===== src/rtl/pc_update_unit.sv =====
// PC update stage of the multicycle MIPS datapath.
// Holds the program counter, applies unconditional / branch-conditional writes from the
// PC-source mux, and sequences exception entry: capture EPC and cause, fetch the handler
// address byte from the exception vector, then load it into PC.
module pc_update_unit #(
    parameter logic [31:0] RESET_PC    = 32'h0000_0000,
    parameter int unsigned VEC_BASE    = 253,
    parameter int unsigned MEM_LATENCY = 1
) (
    input  logic        clk,
    input  logic        reset,
    input  logic [31:0] next_pc,
    input  logic        pc_write,
    input  logic        pc_write_cond,
    input  logic [1:0]  branch_op,
    input  logic        alu_zero,
    input  logic        alu_gt,
    input  logic [2:0]  exc_req,
    input  logic [7:0]  mem_byte,
    output logic [31:0] pc,
    output logic [31:0] epc,
    output logic [1:0]  cause,
    output logic        exc_busy,
    output logic [31:0] vec_addr,
    output logic        vec_rd
);

    typedef enum logic [1:0] {
        StIdle,
        StSave,
        StWait,
        StLoad
    } state_t;

    localparam logic [1:0] CauseNone   = 2'b00;
    localparam logic [1:0] CauseOpcode = 2'b01;
    localparam logic [1:0] CauseOvf    = 2'b10;
    localparam logic [1:0] CauseDiv0   = 2'b11;

    localparam logic [31:0] VecBase = 32'(VEC_BASE);
    localparam logic [2:0]  WaitLoad = 3'(MEM_LATENCY);

    state_t      state;
    logic [2:0]  wait_cnt;
    logic        cond;
    logic        pc_we;
    logic [1:0]  exc_cause;
    logic        exc_accept;
    logic [31:0] vec_target;

    // Branch condition decode from the ALU flags.
    always_comb begin
        cond = 1'b0;
        unique case (branch_op)
            2'b00:   cond = alu_zero;
            2'b01:   cond = !alu_zero;
            2'b10:   cond = alu_gt;
            2'b11:   cond = !alu_gt;
            default: cond = 1'b0;
        endcase
    end

    // Exception priority encode: opcode > overflow > divide-by-zero.
    always_comb begin
        exc_cause = CauseNone;
        if (exc_req[0]) begin
            exc_cause = CauseOpcode;
        end else if (exc_req[1]) begin
            exc_cause = CauseOvf;
        end else if (exc_req[2]) begin
            exc_cause = CauseDiv0;
        end
    end

    // Accept/write qualification and the vector address for the pending cause (253/254/255).
    always_comb begin
        exc_accept = (exc_req != 3'b000);
        pc_we      = pc_write || (pc_write_cond && cond);
        vec_target = VecBase + {30'b0, exc_cause} - 32'd1;
    end

    // Exception sequencer and PC register with registered outputs.
    always_ff @(posedge clk or negedge reset) begin
        if (!reset) begin
            state    <= StIdle;
            wait_cnt <= 3'd0;
            pc       <= RESET_PC;
            epc      <= 32'd0;
            cause    <= CauseNone;
            exc_busy <= 1'b0;
            vec_addr <= 32'd0;
            vec_rd   <= 1'b0;
        end else begin
            unique case (state)
                StIdle: begin
                    if (exc_accept) begin
                        // The faulting instruction's PC is one word behind the fetched PC.
                        epc      <= pc - 32'd4;
                        cause    <= exc_cause;
                        exc_busy <= 1'b1;
                        // Raised here so the read request is already visible during SAVE.
                        vec_rd   <= 1'b1;
                        vec_addr <= vec_target;
                        state    <= StSave;
                    end else if (pc_we) begin
                        pc <= next_pc;
                    end
                end
                StSave: begin
                    wait_cnt <= WaitLoad;
                    state    <= StWait;
                end
                StWait: begin
                    wait_cnt <= wait_cnt - 3'd1;
                    // A count of 0 is treated like 1 so a bad MEM_LATENCY cannot wrap.
                    if (wait_cnt <= 3'd1) begin
                        vec_rd   <= 1'b0;
                        vec_addr <= 32'd0;
                        state    <= StLoad;
                    end
                end
                StLoad: begin
                    pc       <= {24'b0, mem_byte};
                    exc_busy <= 1'b0;
                    state    <= StIdle;
                end
                default: begin
                    state <= StIdle;
                end
            endcase
        end
    end

endmodule

===== config.mk =====
export PLATFORM = sky130hd
export DESIGN_NAME = pc_update_unit
export DESIGN_NICKNAME = d
export VERILOG_FILES = /design/src/rtl/pc_update_unit.sv
export SDC_FILE = /design/constraint.sdc
export NUM_CORES = 1
export LEC_CHECK = 0
export BUFFER_PORTS_ARGS = -buffer_cell sky130_fd_sc_hd__buf_4
export CAP_MARGIN = 20
export CORE_ASPECT_RATIO = 0.6
export CORE_UTILIZATION = 44
export CTS_CLUSTER_SIZE = 20
export DETAILED_ROUTE_END_ITERATION = 12
export PLACE_DENSITY_LB_ADDON = 0.15
export SLEW_MARGIN = 20
export SYNTH_ARGS = -nofsm -noshare
export SYNTH_HDL_FRONTEND = slang
export SYNTH_SLANG_ARGS = --single-unit

===== constraint.sdc =====
create_clock -name clk -period 2.5 [get_ports clk]
set_input_delay 0 -clock clk [delete_from_list [all_inputs] [get_ports clk]]
set_output_delay 0 -clock clk [all_outputs]
set_load 0.03 [all_outputs]

## Word-level counts from Yosys, hierarchy flattened

Cells that the tools add are included.

| word-level totals | value |
|---|---|
| flip-flop bits (word level) | 105 |
| output and inout bits | 100 |

| cells by class | value |
|---|---|
| add/sub/neg operators | 4 |
| magnitude comparators | 1 |
| equality and inequality tests | 10 |
| mux-type cells | 18 |
| reduce and logical (&&, ||, !) cells | 15 |

Operators by type and width:

| kind | count |
|---|---|
| $mux 32 | 4 |
| $pmux 32 s2 | 2 |
| $sub 32x3->32 const B | 1 |
| $mux 2 | 5 |
| $sub 9x1->10 const B | 1 |
| $add 8x2->9 const A | 1 |
| $eq 2x2->1 const B | 4 |
| $ne 2x2->1 const B | 4 |
| $pmux 2 s4 | 1 |
| $pmux 3 s2 | 1 |
| $reduce_and 2->1 | 3 |
| $reduce_and 3->1 | 2 |
| $reduce_bool 2->1 | 3 |
| $eq 2x1->1 const B | 2 |
| $logic_not 2->1 | 2 |
| $pmux 1 s2 | 2 |
| $pmux 1 s4 | 1 |
| $le 3x1->1 const B | 1 |
| $reduce_bool 3->1 | 1 |
| $sub 3x1->3 const B | 1 |
| $logic_not 1->1 | 2 |
| $mux 1 | 2 |
| $logic_and 1x1->1 | 1 |
| $logic_or 1x1->1 | 1 |

## Logic depth before layout (Yosys ltp)

Gate-level depths: netlist (run 1).

| logic depth | value |
|---|---|
| depth in word-level cells | 7 |
| gate-level depth with buffers | 8 |
| gate-level depth less buffers | 7 |

## Worst setup path before layout (run 1)

No wires, ideal clock.

| timing path | value |
|---|---|
| path type | register to register |
| start | register pc[2] |
| end | register epc[26] |
| setup time | 133 ps |
| arrival time | 2343 ps |
| path slack | 24 ps |
| stages on the path, launching flop included | 9 |
| period minus slack after synthesis | 2476 ps |
| cell sequence | dfrtp_1 inv_1 ha_1 or4b_2 or2_2 buf_6 nor4_4 xnor2_1 o21ai_1 |

| between the ends | value |
|---|---|
| cells in the longest elaborated chain, start to end | 1 |

RTL lines:

| what | RTL line | RTL |
|---|---|---|
| start: declaration | 20 | `output logic [31:0] pc,` |
| start signal: assignment | 106 | `pc <= next_pc;` |
| start signal: assignment | 123 | `pc <= {24'b0, mem_byte};` |
| $sub 32x3->32 | 98 | `epc <= pc - 32'd4;` |
| end signal: assignment | 98 |  |
| end: declaration | 21 | `output logic [31:0] epc,` |

No other way between the ends.
A chain may end at the register's enable or synchronous reset.

## Final worst setup path (run 1)

| timing path | value |
|---|---|
| start | register pc[3] |
| end | register epc[18] |

The elaborated chain is that of the path after synthesis.

==> results of run 1 <==
==> cells in the final DEF (no fill, tap or decap), drive strengths merged, types with 14 or more instances in the layout <==
master / synthesis / layout
dfrtp: 75 / 75
xnor2: 23 / 23
conb: 1 / 24
a22o: 24 / 24
clkbuf: 14 / 14
nand2: 37 / 37
mux2: 14 / 14
buf: 33 / 143
o21ai: 35 / 35
dlygate4sd3: 0 / 30
==> layout make-up <==
cell class / instances / area (um^2)
fillers: 646 / 2710
flip-flops and latches: 75 / 1880
multi-input cells: 246 / 1690
repair buffers: 173 / 1370
clock buffers: 14 / 264
well taps: 108 / 135
inverters: 10 / 37.5
clock inverters: 2 / 10.0
==> where the power goes <==
part	total [mW]	switching (mW)	internal, mW
clock	1.20	0.474	0.723
sequential	2.15	0.428	1.72
combinational	4.07	2.48	1.60
total	7.42	3.38	4.04
==> routing by layer <==
metal	vias up	share of wire, %	global-route usage (%)
met3	6	7.0	9.08
met2	113	44	35.0
met4	0	0.85	5.35
met1	1521	48	30.5
li1	1510	-	-
met5	-	0	0
==> cells by family after synthesis <==
logic type	Yosys count	share of synthesized area [%]
AND/OR/NAND/NOR	92	13.8
AO/OA/AOI/OAI	80	14.1
flip-flops	75	49.7
buffers and inverters	57	9.08
XOR/XNOR	26	6.03
multiplexers	19	5.50
adder cells (fa/ha/maj)	5	1.66
other	1	0.0993
==> state kept, by name, summed over array words and instances, names as in the netlist <==
name      flops
epc          32
pc           32
vec_addr      3
wait_cnt      3
cause         2
state         2
exc_busy      1
==> path summary, 6_finish.rpt <==
check                                  from       end  slack [ns]  cells after the start
worst max-delay path                  pc[3]   epc[18]        0.16                      7
worst min-delay path            mem_byte[3]     pc[3]       0.005                      3
worst max register to register        pc[3]   epc[18]        0.16                      7
worst min register to register      epc[17]   epc[17]        0.49                      2
max in group asynchronous             reset    pc[13]        1.51                      2
min in group asynchronous             reset  cause[1]        0.33                      2
==> worst max-delay path, delay by kind of cell, from the launching register on <==
kind | cells | cell delay [ns]
compound gates | 1 | 0.09
xor+xnor | 1 | 0.15
fa+ha+maj | 1 | 0.20
buf+inv | 1 | 0.08
flops | 1 | 0.40
simple gates | 3 | 1.30
==> timing repair <==
| item | 4_1_cts | 5_1_grt |
|---|---|---|
| hold buffers | 28 | 2 |
| gates resized for setup | 0 | 2 |
| endpoints found under the setup margin | 0 | 6 |
| endpoints found under the hold margin | 104 | 1 |
==> metrics.md, run 1 <==
| Metric | Value |
|---|---|
| Core box area | 8100 um^2 |
| Final instance area | 5390 um^2 |
| WHS | 0.00542 ns |
| H-tree Lvls | 3 |
| Share of cells above drive strength 1 | 36.0% |
| Worst EP arrival | 2.56 ns |
| CTS buffer count | 9 |
| CP endpoint kind | register |
| Antenna viol nets, final | 0 |
| Global route overflow | 0 |
| Hold Path Class | primary input to register |
| Dpl cell area | 4800 um^2 |
| Outcome | completed |
| Area grow syn2layout | 42.6% |
| Skew-Pair Late Insertion Delay | between 0.3 and 0.4 ns |
| Most numerous cell in the Yosys netlist | dfrtp_1 |
| Syn avg cell area | 10.6 um^2 |
| Yosys reg bits | 75 |
| CTS tree | built |
| Via/cell ratio | ~5.0 |
| Post-synthesis sequential area ratio | between 40 and 50% |
| Max Fanout on Critical Path | 11 |
| Die W | approximately 120 um |
| Setup-failing EPs final | 0 |
| Synth Flop Type | dfrtp_1 |
| Drt total wl | 9.43 mm |
| Setup repair bufs after CTS | 0 |
| Worst-path clk slew | roughly 0.06 ns |
| Cell variety after synth | 41 |
| Synth cell count leaders | dfrtp_1, nand2_1, buf_4 |
| Detailed Place HPWL | 6.47 mm |
| Initial Utilization | 46.6% |
| Dpl ws | 0.0256 ns |
| Iter 0 DRT Violations | between 100 and 150 |
| Mapped Area | 3780 um^2 |
| Fin crit period | between 2 and 2.5 ns |
| Vias in the first global route | roughly 3000 |
| MaxCap Viol Count | 0 |
| Yosys synthesis warning count | 0 |
| Normalized max-slew margin | around 36% |
| Core Util, Final | 66.5% |
| Number of antenna violations at the first check in global routing | 0 |
| Port bufs | ~130 |
| Leading area contributor after synthesis | dfrtp_1 |
| Root buf cell | clkbuf_16 |
| Largest cells by area after synthesis | dfrtp_1, buf_4, a22o_1, xnor2_1, mux2_2 |
| Nets | 571 |
| Slew @ Worst Pin | ~0.97 ns |
| Cell count after placement | about 580 |
| DRT Pass-1 Iters | 4 |
| Die area | 8970 um^2 |
| Synth top area share | 49.7% |
| Async set-reset flop share out of synthesis | 100% |
| DRC | 0 |
| Slowest stage cell, crit path | or4b_2 |
| Slew Viols, Final | 0 |
| Worst Setup Slack, final | 0.158 ns |
| Gr usage total | 22.9% |
| Critical path class | register to register |
| Largest incremental delay on the critical path | 0.63 ns |
| Max Fclk | 427 MHz |
| WP data required | 2.71 ns |
| RSZ-0062 raised after global routing | no |
| Final hold violations | 0 |
| First-pass GRT wire length | 15.2 mm |
| CP Cell Sequence | inv_1, ha_1, or4b_2, or2_4, nor4_2, xnor2_1, o21ai_0 |
| Worst VDD drop | 0.764 mV |
| Routed wire length per instance | 15.0 um |
| Routability cong. | about 0.77 |
| Clk buf depth | 2 |
| PwrDens | around 1400 nW/um^2 |
| Final setup TNS | 0 ns |
| Post-synth EDFFs | 0 |
| Tot Pwr | 7.42 mW |
| Worst Skew | roughly 0.0056 ns |
| Die H | ~74 um |
| Startpoint Class | register |
| Clock tree sinks | 75 |
| Ports | 151 |
| Final worst path period share | a little over nine tenths |
| P_leak | about 2.6 nW |
| Syn Inst Count | 355 |
| Vias post-DR | 3150 |
| Pin count of the biggest net entering global routing | 76 |
| FP Rows | 25 |
| Finished Layout Cells | around 630 |
| # diodes | 0 |
No activity file was read; power rests on OpenSTA's default activity.
==> run 2, diff against run 1 <==
CELL_PAD_IN_SITES_DETAIL_PLACEMENT = 1   (was unset)
CELL_PAD_IN_SITES_GLOBAL_PLACEMENT = 2   (was unset)
CORE_UTILIZATION = 26   (was 44)
==> run 2 against run 1 <==
Clock power rose by 12%. Clock-buffer cell count fell by 1. Via count rose by 0.22%. Cell count rose by 14%. Utilization fell by 26 points. Largest power group unchanged.
==> metrics.md, run 2 (synthesis results as in run 1) <==
| Metric | Value |
|---|---|
| FF-to-FF path depth | 5 (-2) |
| Finished Layout Cells | 718 (+14%) |
| Startpoint Class | register |
| Normalized max-slew margin | 40.1% (+4.5 points) |
| Antenna viol nets, final | 0 (unchanged) |
| Area grow syn2layout | 47.6% |
| Core Util, Final | 40.1% (-26 points) |
| Skew-Pair Late Insertion Delay | 0.33 ns (about the same) |
| Share of cells above drive strength 1 | 37.6% (+1.7 points) |
| First-pass GRT wire length | 18.0 mm (+18%) |
| Final worst path period share | 91.3% (-2.4 points) |
| Setup repair bufs after CTS | 0 (unchanged) |
| Pin count of the biggest net entering global routing | 76 (unchanged) |
| Vias post-DR | 3157 (+0.22%) |
| CTS tree | built |
| Slew Viols, Final | 0 (unchanged) |
| Worst VDD drop | 0.471 mV (-38%) |
| Clock tree sinks | 75 (unchanged) |
| Die W | 158 um (+30%) |
| Max Fanout on Critical Path | 11 (unchanged) |
| H-tree Lvls | 3 (unchanged) |
| CTS buffer count | 9 (unchanged) |
| Critical path class | register to register |
| Gr usage total | 16.0% (-6.9 points) |
| Gate power share | 55.2% (+0.3 points) |
| Final instance area | 5580 um^2 (+3.5%) |
| Internal | 4.23 mW (+4.7%) |
| Cell count after placement | 676 (+16%) |
| Drt total wl | 11.3 mm (+20%) |
| Fin crit period | 2.28 ns (-0.0598 ns) |
| Via/cell ratio | 4.40 (-12%) |
| Clock share of power | 17.4% (+1.3 points) |
| Core box area | 13900 um^2 (+72%) |
| Largest registers | epc: 32 flops, pc: 32 flops |
| Outcome | completed |
| Slew @ Worst Pin | 0.899 ns (-0.0679 ns) |
| RSZ-0062 raised after global routing | no |
| Worst-path clk slew | 0.06 ns (about the same) |
| Origin of the worst min-delay path | exc_req[1] |
| Tot Pwr | 7.74 mW (+4.3%) |
| Initial Utilization | 27.1% (-19 points) |
| PwrDens | 1390 nW/um^2 (+0.80%) |
| # diodes | 0 (unchanged) |
| Hold path endpoint | cause[0] |
| Switching power | 3.51 mW (+3.9%) |
| Net Sw Frac | 45.4% (-0.19 points) |
| Detailed Place HPWL | 8.26 mm (+28%) |
| Max Fclk | 438 MHz (+2.6%) |
| Clk buf depth | 2 (unchanged) |
| Nets | 577 (+1.1%) |
| Dpl cell area | 5000 um^2 (+4.0%) |
| Routability cong. | 0.717 (-6.4%) |
| Commonest non-fill, non-tap cell in the layout | buf_4 |
| Global route overflow | 0 (unchanged) |
| Routed wire length per instance | 15.8 um (+5.0%) |
| CP endpoint kind | register |
| WP data required | 2.69 ns (-0.02 ns) |
| Reg2reg end | epc[29] |
| Iter 0 DRT Violations | 91 (-38%) |
| Ports | 151 (unchanged) |
| Worst Skew | 0.00719 ns (+0.00160 ns) |
| Most frequent cells in the layout | buf_4, dfrtp_1, nand2_1, o21ai_0, dlygate4sd3_1 |
| Die area | 15000 um^2 (+68%) |
| Worst EP arrival | 2.48 ns (-0.08 ns) |
| MaxCap Viol Count | 0 (unchanged) |
| Hold Path Class | primary input to register |
| P_leak | 2.67 nW (+1.9%) |
| Reg2Reg Setup Slack | 0.22 ns (+0.06 ns) |
| Hold Crit Depth | 4 (+1) |
| Sequential Power Share | 27.4% (-1.5 points) |
| R2r startpoint | pc[16] |
| DRC | 0 (unchanged) |
| DRT Pass-1 Iters | 4 (unchanged) |
| Die H | 95.4 um (+29%) |
| Port bufs | 126 (unchanged) |
| Vias in the first global route | 3241 (+8.4%) |
| Final hold violations | 0 (unchanged) |
| Number of antenna violations at the first check in global routing | 0 (unchanged) |
| FP Rows | 33 (+32%) |
| Root buf cell | clkbuf_16 |
| Final setup TNS | 0 ns (unchanged) |
| Setup-failing EPs final | 0 (unchanged) |
run 2: power by group through the flow:
| stage | logic, mW | registers, mW | clock network, mW |
|---|---|---|---|
| 6_report | 4.27 | 2.12 | 1.34 |
| 5_1_grt | 4.63 | 2.21 | 1.43 |
| 4_1_cts | 4.33 | 2.14 | 1.39 |
| 3_5_place_dp | 4.29 | 2.15 | 0 |
| 3_3_place_gp | 4.24 | 2.13 | 0 |
| 2_1_floorplan | 1.79 | 3.04 | 0 |
run 2: worst max-delay path by stage:
| stage | endpoint | slack [ns] | cells after the start | startpoint |
|---|---|---|---|---|
| global route | epc[25] | 0.09 | 5 | pc[9] |
| finish | epc[29] | 0.22 | 5 | pc[16] |
| detailed placement | epc[18] | 0.05 | 7 | pc[3] |
| CTS | epc[18] | 0.04 | 7 | pc[3] |
| global placement | epc[18] | 0.14 | 7 | pc[2] |
| floorplan | epc[26] | 0.02 | 8 | pc[2] |
run 2: critical path, stage by stage (launching register included):
cell and delay (ns):
dfrtp_1 0.37, or4_4 0.59, or4_4 0.63, nor4_4 0.32
xnor2_1 0.17, o21ai_2 0.06
run 2: stage by stage:
stage,hold slack [ns],setup slack (ns)
2_1_floorplan,-0.296,0.0240
3_3_place_gp,0.216,0.139
3_5_place_dp,0.223,0.0502
4_1_cts,0.00702,0.0426
5_1_grt,0.0233,0.0927
6_report,0.0105,0.218
run 2: area by class of cell:
type,instances,area [um^2]
Clock buffer,13,260
Clock inverter,3,46.3
Fill cell,1578,8340
Inverter,10,37.5
Multi-Input combinational cell,246,1690
Sequential cell,75,1880
Tap cell,192,240
Timing Repair Buffer,179,1430
run 2: metal layers:
layer / part of all wire [%] / global-route usage, % / up-vias / wire (um)
li1: - / - / 1522 / -
met1: 51 / 22.7 / 1542 / 5820
met2: 42 / 23.9 / 84 / 4810
met3: 5.2 / 4.23 / 9 / 593
met4: 0.83 / 4.13 / 0 / 94
met5: 0 / 0 / - / 0
run 2: what timing repair did:
| item | 4_1_cts | 5_1_grt |
|---|---|---|
| endpoints found under the hold margin | 101 | 0 |
| endpoints found under the setup margin | 0 | 1 |
| gates resized for setup | 0 | 2 |
| hold buffers | 26 | 0 |
==> run 3, diff against run 2 <==
CELL_PAD_IN_SITES_DETAIL_PLACEMENT = 0   (was 1)
TNS_END_PERCENT = 5   (was unset)
==> run 3 against run 2 <==
Design area up 1.8%. Sequential share of layout area decreased by 0.59 points. Flip-flop and latch count did not move. Clock power increased by 28%. Fmax decreased by 3.6%. Utilization up 0.71 points. Sequential power about the same. Critical endpoint is now epc[18]. Largest power group unchanged. Highest routed layer unchanged.
==> metrics.md, run 3 (synthesis results as in run 1) <==
| Metric | Value |
|---|---|
| Vias in the first global route | 3250 (+0.28%) |
| CP endpoint kind | register |
| Root buf cell | clkbuf_16 |
| Clk buf depth | 2 (unchanged) |
| Finished Layout Cells | 719 (+0.14%) |
| Global route overflow | 0 (unchanged) |
| R2r startpoint | pc[2] |
| Reg2Reg Setup Slack | 0.13 ns (-0.08 ns) |
| Origin of the worst min-delay path | next_pc[2] |
| Max Fanout on Critical Path | 11 (unchanged) |
| Slew Viols, Final | 0 (unchanged) |
| FILL cells | 1386 (-12%) |
| P_leak | 2.72 nW (+1.9%) |
| Final setup TNS | 0 ns (unchanged) |
| Setup-failing EPs final | 0 (unchanged) |
| DRC | 0 (unchanged) |
| Sequential cell area | 1880 um^2 (unchanged) |
| Reg2reg end | epc[18] |
| Core box area | 13900 um^2 (unchanged) |
| MaxCap Viol Count | 0 (unchanged) |
| Worst-path clk slew | 0.06 ns (about the same) |
| RSZ-0062 raised after global routing | no |
| CTS buffer count | 9 (unchanged) |
| Share of cells above drive strength 1 | 38.0% (+0.31 points) |
| DRT Pass-1 Iters | 4 (unchanged) |
| Gr usage total | 15.3% (-0.68 points) |
| Normalized max-slew margin | 41.7% (+1.6 points) |
| Max Fclk | 423 MHz (-3.6%) |
| CTS tree | built |
| Area of the multi-input gates | 1690 um^2 (-0.15%) |
| Slew @ Worst Pin | 0.875 ns (-0.0245 ns) |
| Setup repair bufs after CTS | 0 (unchanged) |
| Hold Path Class | primary input to register |
| Vias post-DR | 3118 (-1.2%) |
| Port bufs | 126 (unchanged) |
| PwrDens | 1430 nW/um^2 (+2.7%) |
| Die H | 95.4 um (unchanged) |
| Number of antenna violations at the first check in global routing | 0 (unchanged) |
| # diodes | 0 (unchanged) |
| Worst Skew | 0.00780 ns (+0.000602 ns) |
| Skew-Pair Late Insertion Delay | 0.33 ns (about the same) |
| Detailed Place HPWL | 7.82 mm (-5.2%) |
| Die area | 15000 um^2 (unchanged) |
| H-tree Lvls | 3 (unchanged) |
| Cell count after placement | 676 (unchanged) |
| Antenna viol nets, final | 0 (unchanged) |
| Final worst path period share | 94.7% (+3.4 points) |
| Commonest non-fill, non-tap cell in the layout | buf_4 |
| Core Util, Final | 40.8% (+0.71 points) |
| Via/cell ratio | 4.34 (-1.4%) |
| Iter 0 DRT Violations | 98 (+7.7%) |
| Clock tree sinks | 75 (unchanged) |
| Area grow syn2layout | 50.2% |
| Hold path endpoint | pc[2] |
| Fin crit period | 2.37 ns (+0.0843 ns) |
| FP Rows | 33 (unchanged) |
| WP data required | 2.71 ns (+0.02 ns) |
| Most frequent cells in the layout | buf_4, dfrtp_1, nand2_1, dlygate4sd3_1, o21ai_0 |
| Worst VDD drop | 0.469 mV (-0.46%) |
| First-pass GRT wire length | 17.4 mm (-3.5%) |
| Outcome | completed |
| Critical path class | register to register |
| Pin count of the biggest net entering global routing | 76 (unchanged) |
| Routed wire length per instance | 14.9 um (-5.6%) |
| Routability cong. | 0.717 (unchanged) |
| Hold Crit Depth | 3 (-1) |
| FF-to-FF path depth | 7 (+2) |
| Die W | 158 um (unchanged) |
| Tot Pwr | 8.09 mW (+4.6%) |
| Final hold violations | 0 (unchanged) |
| Largest registers | epc: 32 flops, pc: 32 flops |
| Startpoint Class | register |
| Worst EP arrival | 2.58 ns (+0.10 ns) |
| Drt total wl | 10.7 mm (-5.4%) |
| Initial Utilization | 27.1% (unchanged) |
| Nets | 578 (+0.17%) |
| Ports | 151 (unchanged) |
==> run 3: changes by cell type in the layout (fill, tap and decap cells not counted) <==
cell / change
or2_4: -1
bufinv_16: +4
clkinvlp_4: -1
dlygate4sd3_1: +1
clkbuf_1: -2
clkbuf_8: -1
inv_6: +1
clkinv_4: -1
or2_2: +1
==> run 3: layout make-up <==
| type | instances | area share (%) |
|---|---|---|
| multi-input combinational | 246 | 29.7 |
| sequential | 75 | 33.1 |
| inverter | 10 | 0.661 |
| tap | 192 | 4.23 |
| clock buffer | 10 | 4.21 |
| timing repair buffer | 180 | 25.3 |
| clock inverter | 6 | 2.80 |
==> run 3: worst max-delay path, stage by stage, from the launching register on <==
cell and delay, ns:
dfrtp_1 0.38, inv_1 0.09, ha_1 0.17, or4b_2 0.60
or2_2 0.47, nor4_2 0.31, xnor2_1 0.14, o21ai_0 0.08
==> run 3: report_power, final <==
part	leakage (nW)	internal (mW)	switching (mW)
combinational	1.54	1.68	2.58
sequential	0.985	1.72	0.396
clock	0.193	1.21	0.510
total	2.72	4.60	3.49
==> run 3: worst max-delay path by stage <==
stage | from | to | slack (ns) | cells after the start
final | pc[2] | epc[18] | 0.13 | 7
after global routing | pc[2] | epc[18] | 0.03 | 7
after floorplan | pc[2] | epc[26] | 0.02 | 8
after global placement | pc[2] | epc[18] | 0.14 | 7
after detailed placement | pc[2] | epc[18] | 0.08 | 7
after CTS | pc[2] | epc[18] | 0.05 | 7
==> run 3: metrics by stage <==
step | hold slack [ns] | instance area, um^2 | setup slack (ns)
final | 0.0248 | 5680 | 0.133
after global placement | 0.216 | 5000 | 0.139
after floorplan | -0.296 | 3860 | 0.0240
after global routing | 0.0209 | 5680 | 0.0313
after CTS | 0.0190 | 5670 | 0.0476
after detailed placement | 0.220 | 5000 | 0.0781
==> run 3: per-layer routing <==
layer  track usage [%]  vias up  part of all wire (%)
met2              22.5       84                    43
li1                  -     1533                     -
met3              4.59        6                   5.4
met1              21.8     1495                    51
met4              3.64        0                  0.74
met5                 0        -                     0
==> run 3: timing repair <==
action                                 in CTS  in global routing
setup endpoints to repair                   0                  1
endpoints found under the hold margin     102                  0
hold buffers                               27                  0
resized for setup                           0                  1
